`src/rtl/cla_addsub_pipe_if.sv`:
```
// Handshake bundle for cla_addsub_pipe: operand side (in_*, a, b, cin, sub)
// and result side (out_*, sum, cout, ovf, zero); slave = block, master = user.
interface cla_addsub_pipe_if #(
    parameter int WIDTH = 16
);
    logic             in_valid;
    logic             in_ready;
    logic [WIDTH-1:0] a;
    logic [WIDTH-1:0] b;
    logic             cin;
    logic             sub;
    logic             out_valid;
    logic             out_ready;
    logic [WIDTH-1:0] sum;
    logic             cout;
    logic             ovf;
    logic             zero;

    modport slave (
        input  in_valid, a, b, cin, sub, out_ready,
        output in_ready, out_valid, sum, cout, ovf, zero
    );

    modport master (
        output in_valid, a, b, cin, sub, out_ready,
        input  in_ready, out_valid, sum, cout, ovf, zero
    );
endinterface

```
`src/rtl/cla_addsub_pipe.sv`:
```
// Two-stage pipelined carry-lookahead adder/subtractor with valid/ready.
// Ports: clk, rst_n (async, active-low), bus (cla_addsub_pipe_if.slave).
module cla_addsub_pipe #(
    parameter int WIDTH = 16,
    parameter int GROUP = 4
) (
    input logic              clk,
    input logic              rst_n,
    cla_addsub_pipe_if.slave bus
);
    localparam int NG = WIDTH / GROUP;

    // Expanded lookahead: carry out of bit hi given carry ci into bit lo.
    // Loops unroll into the flat sum-of-products form; no ripple chain.
    function automatic logic la(
        input logic [WIDTH-1:0] gv,
        input logic [WIDTH-1:0] pv,
        input logic             ci,
        input int               lo,
        input int               hi
    );
        logic c;
        logic t;
        c = ci;
        for (int m = lo; m <= hi; m++) c = c & pv[m];
        for (int j = lo; j <= hi; j++) begin
            t = gv[j];
            for (int m = j + 1; m <= hi; m++) t = t & pv[m];
            c = c | t;
        end
        return c;
    endfunction

    logic s1_en;
    logic s2_en;

    logic             s1_valid;
    logic [WIDTH-1:0] p_q;
    logic [WIDTH-1:0] g_q;
    logic [NG-1:0]    pg_q;
    logic [NG-1:0]    gg_q;
    logic             c0_q;

    logic             out_valid_q;
    logic [WIDTH-1:0] sum_q;
    logic             cout_q;
    logic             ovf_q;
    logic             zero_q;

    logic [WIDTH-1:0] b_eff;
    logic [WIDTH-1:0] p_d;
    logic [WIDTH-1:0] g_d;
    logic [NG-1:0]    pg_d;
    logic [NG-1:0]    gg_d;
    logic             c0_d;

    logic [NG:0]      gc;
    logic [WIDTH-1:0] c;
    logic [WIDTH-1:0] sum_d;
    logic             cout_d;
    logic             ovf_d;
    logic             zero_d;

    assign s2_en        = !out_valid_q | bus.out_ready;
    assign s1_en        = !s1_valid | s2_en;
    assign bus.in_ready = s1_en;

    // Stage 1: operand conditioning plus bit and group propagate/generate.
    always_comb begin
        pg_d  = '0;
        gg_d  = '0;
        b_eff = bus.sub ? ~bus.b : bus.b;
        c0_d  = bus.sub ? 1'b1 : bus.cin;
        p_d   = bus.a ^ b_eff;
        g_d   = bus.a & b_eff;
        for (int k = 0; k < NG; k++) begin
            pg_d[k] = &p_d[k*GROUP +: GROUP];
            gg_d[k] = la(g_d, p_d, 1'b0, k * GROUP, k * GROUP + GROUP - 1);
        end
    end

    // Stage 2: group carries straight from C0, then in-group carries.
    always_comb begin
        gc    = '0;
        c     = '0;
        gc[0] = c0_q;
        for (int k = 0; k < NG; k++) begin
            gc[k+1] = la(WIDTH'(gg_q), WIDTH'(pg_q), c0_q, 0, k);
        end
        for (int i = 0; i < WIDTH; i++) begin
            if (i % GROUP == 0) c[i] = gc[i/GROUP];
            else c[i] = la(g_q, p_q, gc[i/GROUP], i - (i % GROUP), i - 1);
        end
        sum_d  = p_q ^ c;
        cout_d = gc[NG];
        ovf_d  = c[WIDTH-1] ^ cout_d;
        zero_d = ~|sum_d;
    end

    always_ff @(posedge clk or negedge rst_n) begin
        if (!rst_n) begin
            s1_valid <= 1'b0;
            p_q      <= '0;
            g_q      <= '0;
            pg_q     <= '0;
            gg_q     <= '0;
            c0_q     <= 1'b0;
        end else if (s1_en) begin
            s1_valid <= bus.in_valid;
            if (bus.in_valid) begin
                p_q  <= p_d;
                g_q  <= g_d;
                pg_q <= pg_d;
                gg_q <= gg_d;
                c0_q <= c0_d;
            end
        end
    end

    always_ff @(posedge clk or negedge rst_n) begin
        if (!rst_n) begin
            out_valid_q <= 1'b0;
            sum_q       <= '0;
            cout_q      <= 1'b0;
            ovf_q       <= 1'b0;
            zero_q      <= 1'b0;
        end else if (s2_en) begin
            out_valid_q <= s1_valid;
            if (s1_valid) begin
                sum_q  <= sum_d;
                cout_q <= cout_d;
                ovf_q  <= ovf_d;
                zero_q <= zero_d;
            end
        end
    end

    assign bus.out_valid = out_valid_q;
    assign bus.sum       = sum_q;
    assign bus.cout      = cout_q;
    assign bus.ovf       = ovf_q;
    assign bus.zero      = zero_q;
endmodule
```
`src/flat_wrapper.sv`:
```
// flat-port wrapper written by rule: the top's interface ports become plain ports
module cla_addsub_pipe_flat 
#(
    parameter int WIDTH = 16,
    parameter int GROUP = 4
)
  (clk, rst_n, bus_in_valid, bus_a, bus_b, bus_cin, bus_sub, bus_out_ready, bus_in_ready, bus_out_valid, bus_sum, bus_cout, bus_ovf, bus_zero);
  cla_addsub_pipe_if #(.WIDTH(WIDTH)) bus_i ();
  input logic clk;
  input logic rst_n;
  input wire logic [$bits(bus_i.in_valid)-1:0] bus_in_valid;
  input wire logic [$bits(bus_i.a)-1:0] bus_a;
  input wire logic [$bits(bus_i.b)-1:0] bus_b;
  input wire logic [$bits(bus_i.cin)-1:0] bus_cin;
  input wire logic [$bits(bus_i.sub)-1:0] bus_sub;
  input wire logic [$bits(bus_i.out_ready)-1:0] bus_out_ready;
  output wire logic [$bits(bus_i.in_ready)-1:0] bus_in_ready;
  output wire logic [$bits(bus_i.out_valid)-1:0] bus_out_valid;
  output wire logic [$bits(bus_i.sum)-1:0] bus_sum;
  output wire logic [$bits(bus_i.cout)-1:0] bus_cout;
  output wire logic [$bits(bus_i.ovf)-1:0] bus_ovf;
  output wire logic [$bits(bus_i.zero)-1:0] bus_zero;
  assign bus_i.in_valid = bus_in_valid;
  assign bus_i.a = bus_a;
  assign bus_i.b = bus_b;
  assign bus_i.cin = bus_cin;
  assign bus_i.sub = bus_sub;
  assign bus_i.out_ready = bus_out_ready;
  assign bus_in_ready = bus_i.in_ready;
  assign bus_out_valid = bus_i.out_valid;
  assign bus_sum = bus_i.sum;
  assign bus_cout = bus_i.cout;
  assign bus_ovf = bus_i.ovf;
  assign bus_zero = bus_i.zero;
  cla_addsub_pipe #(.WIDTH(WIDTH), .GROUP(GROUP)) u_core (.clk(clk), .rst_n(rst_n), .bus(bus_i));
endmodule
```
`config.mk`:
```
export PLATFORM = sky130hd
export DESIGN_NAME = cla_addsub_pipe_flat
export DESIGN_NICKNAME = d
export VERILOG_FILES = /design/src/rtl/cla_addsub_pipe_if.sv /design/src/rtl/cla_addsub_pipe.sv /design/src/flat_wrapper.sv
export SDC_FILE = /design/constraint.sdc
export NUM_CORES = 1
export LEC_CHECK = 0
export ABC_CLOCK_PERIOD_IN_PS = 3400
export BUFFER_PORTS_ARGS = -buffer_cell sky130_fd_sc_hd__buf_2
export CORE_UTILIZATION = 30
export DETAILED_ROUTE_END_ITERATION = 10
export PLACE_DENSITY = 0.57
export SYNTH_ARGS = -nofsm -noshare
export SYNTH_HDL_FRONTEND = slang
export SYNTH_SLANG_ARGS = --single-unit
```
`constraint.sdc`:
```
create_clock -name clk -period 3.4 [get_ports clk]
set_clock_uncertainty 0.1 [all_clocks]
set_input_delay 0.17 -clock clk [delete_from_list [all_inputs] [get_ports clk]]
set_output_delay 0.17 -clock clk [all_outputs]
set_load 0.05 [all_outputs]
```
After elaboration in Yosys (flattened, before gate mapping)
Index checks and enable logic that the tools add are counted.
{"block": "classes", "muxes": 2, "n_bitwise": 111, "reduce_logical": 10}
{"cell": "1-bit bitwise AND", "n": 58}
{"cell": "1-bit bitwise OR", "n": 48}
{"cell": "16-bit XOR", "n": 2}
{"cell": "16-bit bitwise AND", "n": 1}
{"cell": "16-bit two-way mux", "n": 1}
{"cell": "16-bit inverter", "n": 1}
{"cell": "4-bit AND reduction", "n": 4}
{"cell": "16-bit OR reduction", "n": 1}
{"cell": "2-bit AND reduction", "n": 2}
{"cell": "1-bit logical NOT", "n": 3}
{"cell": "1-bit two-way mux", "n": 1}
{"cell": "1-bit XOR", "n": 1}
{"block": "word_totals", "regBits": 61, "inputBits": 38, "out_inout_bits": 21, "word_cells": 134}

Depth between registers and ports, before layout
{"block": "logic_depth", "ltp_word": 15, "ltp_mapped": 9, "ltp_nobuf": 9}

Least setup slack after synthesis
Ideal clock, no wire load.
{"block": "synth_timing", "kind": "reg-to-reg", "start": "register u_core.out_valid_q, in the netlist u_core.bus.out_valid", "end": "register u_core.g_q[12]", "setup_ns": 0.128, "t_arrival_ns": 2.273, "t_required_ns": 3.172, "slack_ns": 0.899, "path_stages_with_launch": 5, "path_buffers": 1, "synth_period_minus_slack_ns": 2.501, "cell_sequence": "dfrtp_1 -> nand3b_1 -> nand2_1 -> clkbuf_1 -> mux2_1"}
{"block": "synth_between", "elab_chain_cells": 4}
{"item": "from (decl)", "line_no": "cla_addsub_pipe.sv:44", "rtl": "logic out_valid_q;"}
{"item": "from (signal assigned)", "line_no": "cla_addsub_pipe.sv:128", "rtl": "out_valid_q <= s1_valid;"}
{"item": "1-bit logical NOT", "line_no": "cla_addsub_pipe.sv:64", "rtl": "assign s2_en = !out_valid_q | bus.out_ready;"}
{"item": "1-bit bitwise OR", "line_no": "cla_addsub_pipe.sv:64"}
{"item": "1-bit bitwise OR", "line_no": "cla_addsub_pipe.sv:65", "rtl": "assign s1_en = !s1_valid | s2_en;"}
{"item": "via bus_in_ready", "line_no": "flat_wrapper.sv:17", "rtl": "output wire logic [$bits(bus_i.in_ready)-1:0] bus_in_ready;"}
{"item": "2-bit AND reduction (no line)"}
{"item": "to (signal assigned)", "line_no": "cla_addsub_pipe.sv:112", "rtl": "g_q <= g_d;"}
{"item": "to (decl)", "line_no": "cla_addsub_pipe.sv:39", "rtl": "logic [WIDTH-1:0] g_q;"}
The timed path passes the listed nets, and every way through them passes these cells.
A chain may end at the register's enable or synchronous reset.

Worst setup path after layout
{"block": "layout_timing", "start": "register u_core.c0_q", "end": "register u_core.zero_q, in the netlist u_core.bus.zero"}
{"block": "layout_between", "elab_chain_cells": 15, "elab_cells_between_ends": 48, "classes_between": "bitwise (46); reduce/logical (2)"}
{"item": "from (decl)", "line_no": "cla_addsub_pipe.sv:42", "rtl": "logic c0_q;"}
{"item": "from (signal assigned)", "line_no": "cla_addsub_pipe.sv:107", "rtl": "c0_q <= 1'b0;"}
{"item": "from (signal assigned)", "line_no": "cla_addsub_pipe.sv:115", "rtl": "c0_q <= c0_d;"}
{"item": "1-bit bitwise AND (3 in series)", "line_no": "cla_addsub_pipe.sv:25", "rtl": "for (int m = lo; m <= hi; m++) c = c & pv[m];"}
{"item": "1-bit bitwise OR (3 in series)", "line_no": "cla_addsub_pipe.sv:29", "rtl": "c = c | t;"}
{"item": "1-bit bitwise AND (3 in series)", "line_no": "cla_addsub_pipe.sv:25"}
{"item": "1-bit bitwise OR (3 in series)", "line_no": "cla_addsub_pipe.sv:29"}
{"item": "16-bit XOR (*)", "line_no": "cla_addsub_pipe.sv:94", "rtl": "sum_d = p_q ^ c;"}
{"item": "16-bit OR reduction (*)", "line_no": "cla_addsub_pipe.sv:97", "rtl": "zero_d = ~|sum_d;"}
{"item": "1-bit logical NOT (*)", "line_no": "cla_addsub_pipe.sv:97"}
{"item": "to (signal assigned)", "line_no": "cla_addsub_pipe.sv:133", "rtl": "zero_q <= zero_d;"}
{"item": "to (decl)", "line_no": "cla_addsub_pipe.sv:48", "rtl": "logic zero_q;"}
Mark *: on every way between the ends. The rest lies on a longest branch, timed or not.

==> summary.md <==
| Metric | Value |
|---|---|
| Die Span Y | `~100 um` |
| Largest family of logic cells by synthesized area | `multiplexers` |
| FMAX | `370 MHz` |
| CP Data Arrival Time | `2.87 ns` |
| Post-DP HPWL | `4820 um` |
| Core Rows | `35` |
| Crit path required time | `3.57 ns` |
| Startpoint type of the worst setup path | `register` |
| Clock Sinks | `58` |
| N_diodes | `0` |
| Core Util, Final | `38.2%` |
| Register area share after synthesis | `49.2%` |
| Static Leak | `1.76 nW` |
| # resized after CTS | `0` |
| Worst path slowest cell | `dfrtp_1` |
| Max-cap viol count | `0` |
| Post-synthesis compound-gate area fraction | `under 10%` |
| DRC | `0` |
| Post-Route WL | `approximately 6200 um` |
| Clk buf depth | `2` |
| Min Tclk post-route | `2.70 ns` |
| Area of placed instances | `between 3000 and 4000 sq um` |
| Slew margin rel. | `53.0%` |
| Slew Viols, Final | `0` |
| Count of nets after finishing | `381` |
| Routed wire per std cell | `13.6 um` |
| Fin. Hold Viols | `0` |
| Initial Util | `a little under a third` |
| Unrepaired setup endpoints after global routing | `no` |
| Routability cong. | `0.744` |
| Synth Area in Simple Gates | `11.9%` |
| Post-Syn Area per Cell | `11.4 sq um` |
| VDD IR max | `about 0.00029 V` |
| Hold_buf cts | `2` |
| Syn nets | `317` |
| ANT nets after route | `0` |
| Initial antenna violation count | `0` |
| Via count | `around 2.1k` |
| Crit path max fanout | `4` |
| Layout area overhead | `21.3%` |
| #FFs+latches synth | `58` |
| Hold_ws | `0.0224 ns` |
| Die W | `101 um` |
| Initial DRT Pass Iterations | `4` |
| Crit share post-route | `approximately four fifths` |
| DRC violation total after the first TritonRoute iteration | `54` |
| CTS Root Cell | `clkbuf_8` |
| Synth Area in XOR/XNOR | `under 10%` |
| Cts bufs inserted | `9` |
| Synth Area in Adders | `8.47%` |
| Clock Latency Late Sink | `0.34 ns` |
| Setup CP Type | `register to register` |
| I/O Pins | `59` |
| Status | `finished clean` |
| Post-synthesis cell type count | `31` |
| Post-CTS Setup Inserts | `0` |
| Largest net degree at the start of global routing | `47` |
| Cells after Synth | `259` |
| Slowest cell delay on critical path | `~0.41 ns` |
| Crit path cell chain | `a21o_1 -> a21o_1 -> a21o_1 -> ha_1 -> or3_1 -> a222oi_1 -> nand4_1 -> nor4b_2 -> a22o_1` |
| Core area | `approximately 9400 sq um` |
| Ys Warns | `0` |
| Number of global-route vias before repair | `2,031` |
| Share of layout cells above drive strength 1 | `24.4%` |
| Critical path buffers and inverters | `0` |
| Synthesized area | `between 2000 and 3000 sq um` |
| Setup TNS | `0 ns` |
| Measured slew at the worst slew-check pin | `between 0.7 and 0.8 ns` |
| Min-Delay Path Class | `input port to register` |
| Worst path top cell family by delay | `compound AO/OA/AOI/OAI gates` |
| CTS tree | `built` |
| Mux contribution to synthesized area | `13.3%` |
| Number of port buffers | `58` |
| GR Overflow Total | `0` |
| Finish-stage setup viols | `0` |
| Post-Layout Inst Area | `3580 sq um` |
| Most frequent CP cell | `a21o_1` |
| Kind of end point of the critical path | `register` |
| Die ar. | `10,200 sq um` |
| H-tree levels | `3` |
| Clock-pin slew on the worst setup and hold paths | `0.07 ns` |
| First-pass GRT wire length | `about 10,000 um` |
| Power Dens Cells | `701 nW/um^2` |
| GRT Total Usage | `13.6%` |
| DR vias/cell | `approximately 4.6` |
[sequential cells by signal, summed over array words and instances, names as in the netlist, 4 cells and up]
register        count
u_core.bus.sum     16
u_core.pg_q         4
u_core.gg_q         4
u_core.p_q         16
u_core.g_q         12
[metal layers]
| metal | global-route usage, % | part of all wire (%) |
|---|---|---|
| met5 | 0 | 0 |
| met4 | 4.68 | 0.95 |
| met1 | 18.8 | 51 |
| met2 | 19.8 | 44 |
| met3 | 4.69 | 4.7 |
[per-stage QoR]
step / instances / setup WS (ns) / power, mW
after floorplan: 259 / 0.899 / 1.68
after global placement: 439 / 0.817 / 1.96
after detailed placement: 439 / 0.710 / 1.97
after CTS: 457 / 0.681 / 2.55
after global routing: 457 / 0.532 / 2.68
final: 457 / 0.700 / 2.51
[worst paths after layout]
check,from,end,slack (ns),cells after the start
setup reg to reg,u_core.c0_q$_DFFE_PN0P_,u_core.bus.zero$_DFFE_PN0P_,0.70,9
hold reg to reg,u_core.bus.sum[15]$_DFFE_PN0P_,u_core.bus.sum[15]$_DFFE_PN0P_,0.37,2
setup / recovery,u_core.c0_q$_DFFE_PN0P_,u_core.bus.zero$_DFFE_PN0P_,0.70,9
min in group asynchronous,rst_n,u_core.bus.sum[1]$_DFFE_PN0P_,0.26,2
max in group asynchronous,rst_n,u_core.g_q[6]$_DFFE_PN0P_,2.11,3
hold / removal,bus_cin,u_core.c0_q$_DFFE_PN0P_,0.02,3
[cells in the final DEF, fill, tap and decap left out, types with 2 or more instances in the layout]
cell type and instances:
xor2_1 19, clkbuf_8 10, nor4_1 4, and2_1 3, a21oi_1 7, nand3b_1 3, clkinvlp_4 5, buf_2 58
mux2_2 2, dfrtp_1 58, nand4_1 6, or3_1 3, nand2_1 37, a21o_1 11, nor2_1 7, o211a_1 2
a211oi_1 3, mux2_1 33, dlygate4sd3_1 2, ha_1 20, nand3_1 2, o21ai_0 3, xnor2_1 3, buf_4 2
nand2b_1 3, o21ai_1 13
[synthesized netlist by cell type]
library cell  number  area, sq um
clkbuf_1           6         22.5
and2_1             3         18.8
or3_1              3         18.8
a22o_1             1         8.76
o211ai_1           1         7.51
xnor2_1            3         26.3
nand2b_1           3         18.8
ha_1              20          250
nor4b_2            1         15.0
a21o_1            11         82.6
a21oi_1            7         35.0
and3_1             1         6.26
nand3b_1           3         22.5
nor4_1             4         25.0
o21ai_0            3         15.0
nand4_1            6         37.5
dfrtp_1           58         1450
a222oi_1           1         10.0
nor3_1             1         5.00
mux2_1            33          372
mux2_2             2         22.5
nor2_1             7         26.3
buf_2              3         15.0
xor2_1            19          166
o211a_1            2         20.0
a211oi_1           3         22.5
nor3_2             1         10.0
nand2_1           37          139
o21ai_1           13         65.1
o21a_1             1         7.51
nand3_1            2         10.0
[where the power goes]
part	switching, mW	total [mW]	leakage (nW)	internal [mW]
Clock	0.284	0.565	0.0765	0.282
Sequential	0.119	0.988	0.710	0.869
Combinational	0.655	0.959	0.973	0.304
[cell families (layout without fill, tap and decap cells)]
| family | after synthesis | count (layout) |
|---|---|---|
| and+or+nand+nor | 72 | 72 |
| DFF | 58 | 58 |
| AOI/OAI and AO/OA | 43 | 43 |
| muxes | 35 | 35 |
| xor gates and xnor gates | 22 | 22 |
| adders and majority gates | 20 | 20 |
| buffers and inverters | 9 | 78 |
[area by class of cell]
cell class	count	area, sq um
Clock buffer	10	138
Clock inverter	6	42.5
Fill cell	980	5790
Multi-Input combinational cell	192	1460
Sequential cell	58	1450
Tap cell	129	161
Timing Repair Buffer	62	325
[worst min-delay path: stages]
cell	delay, ns
buf_2	0.08
nor2_1	0.04
o21ai_1	0.13
No activity file was read; power rests on OpenSTA's default activity.
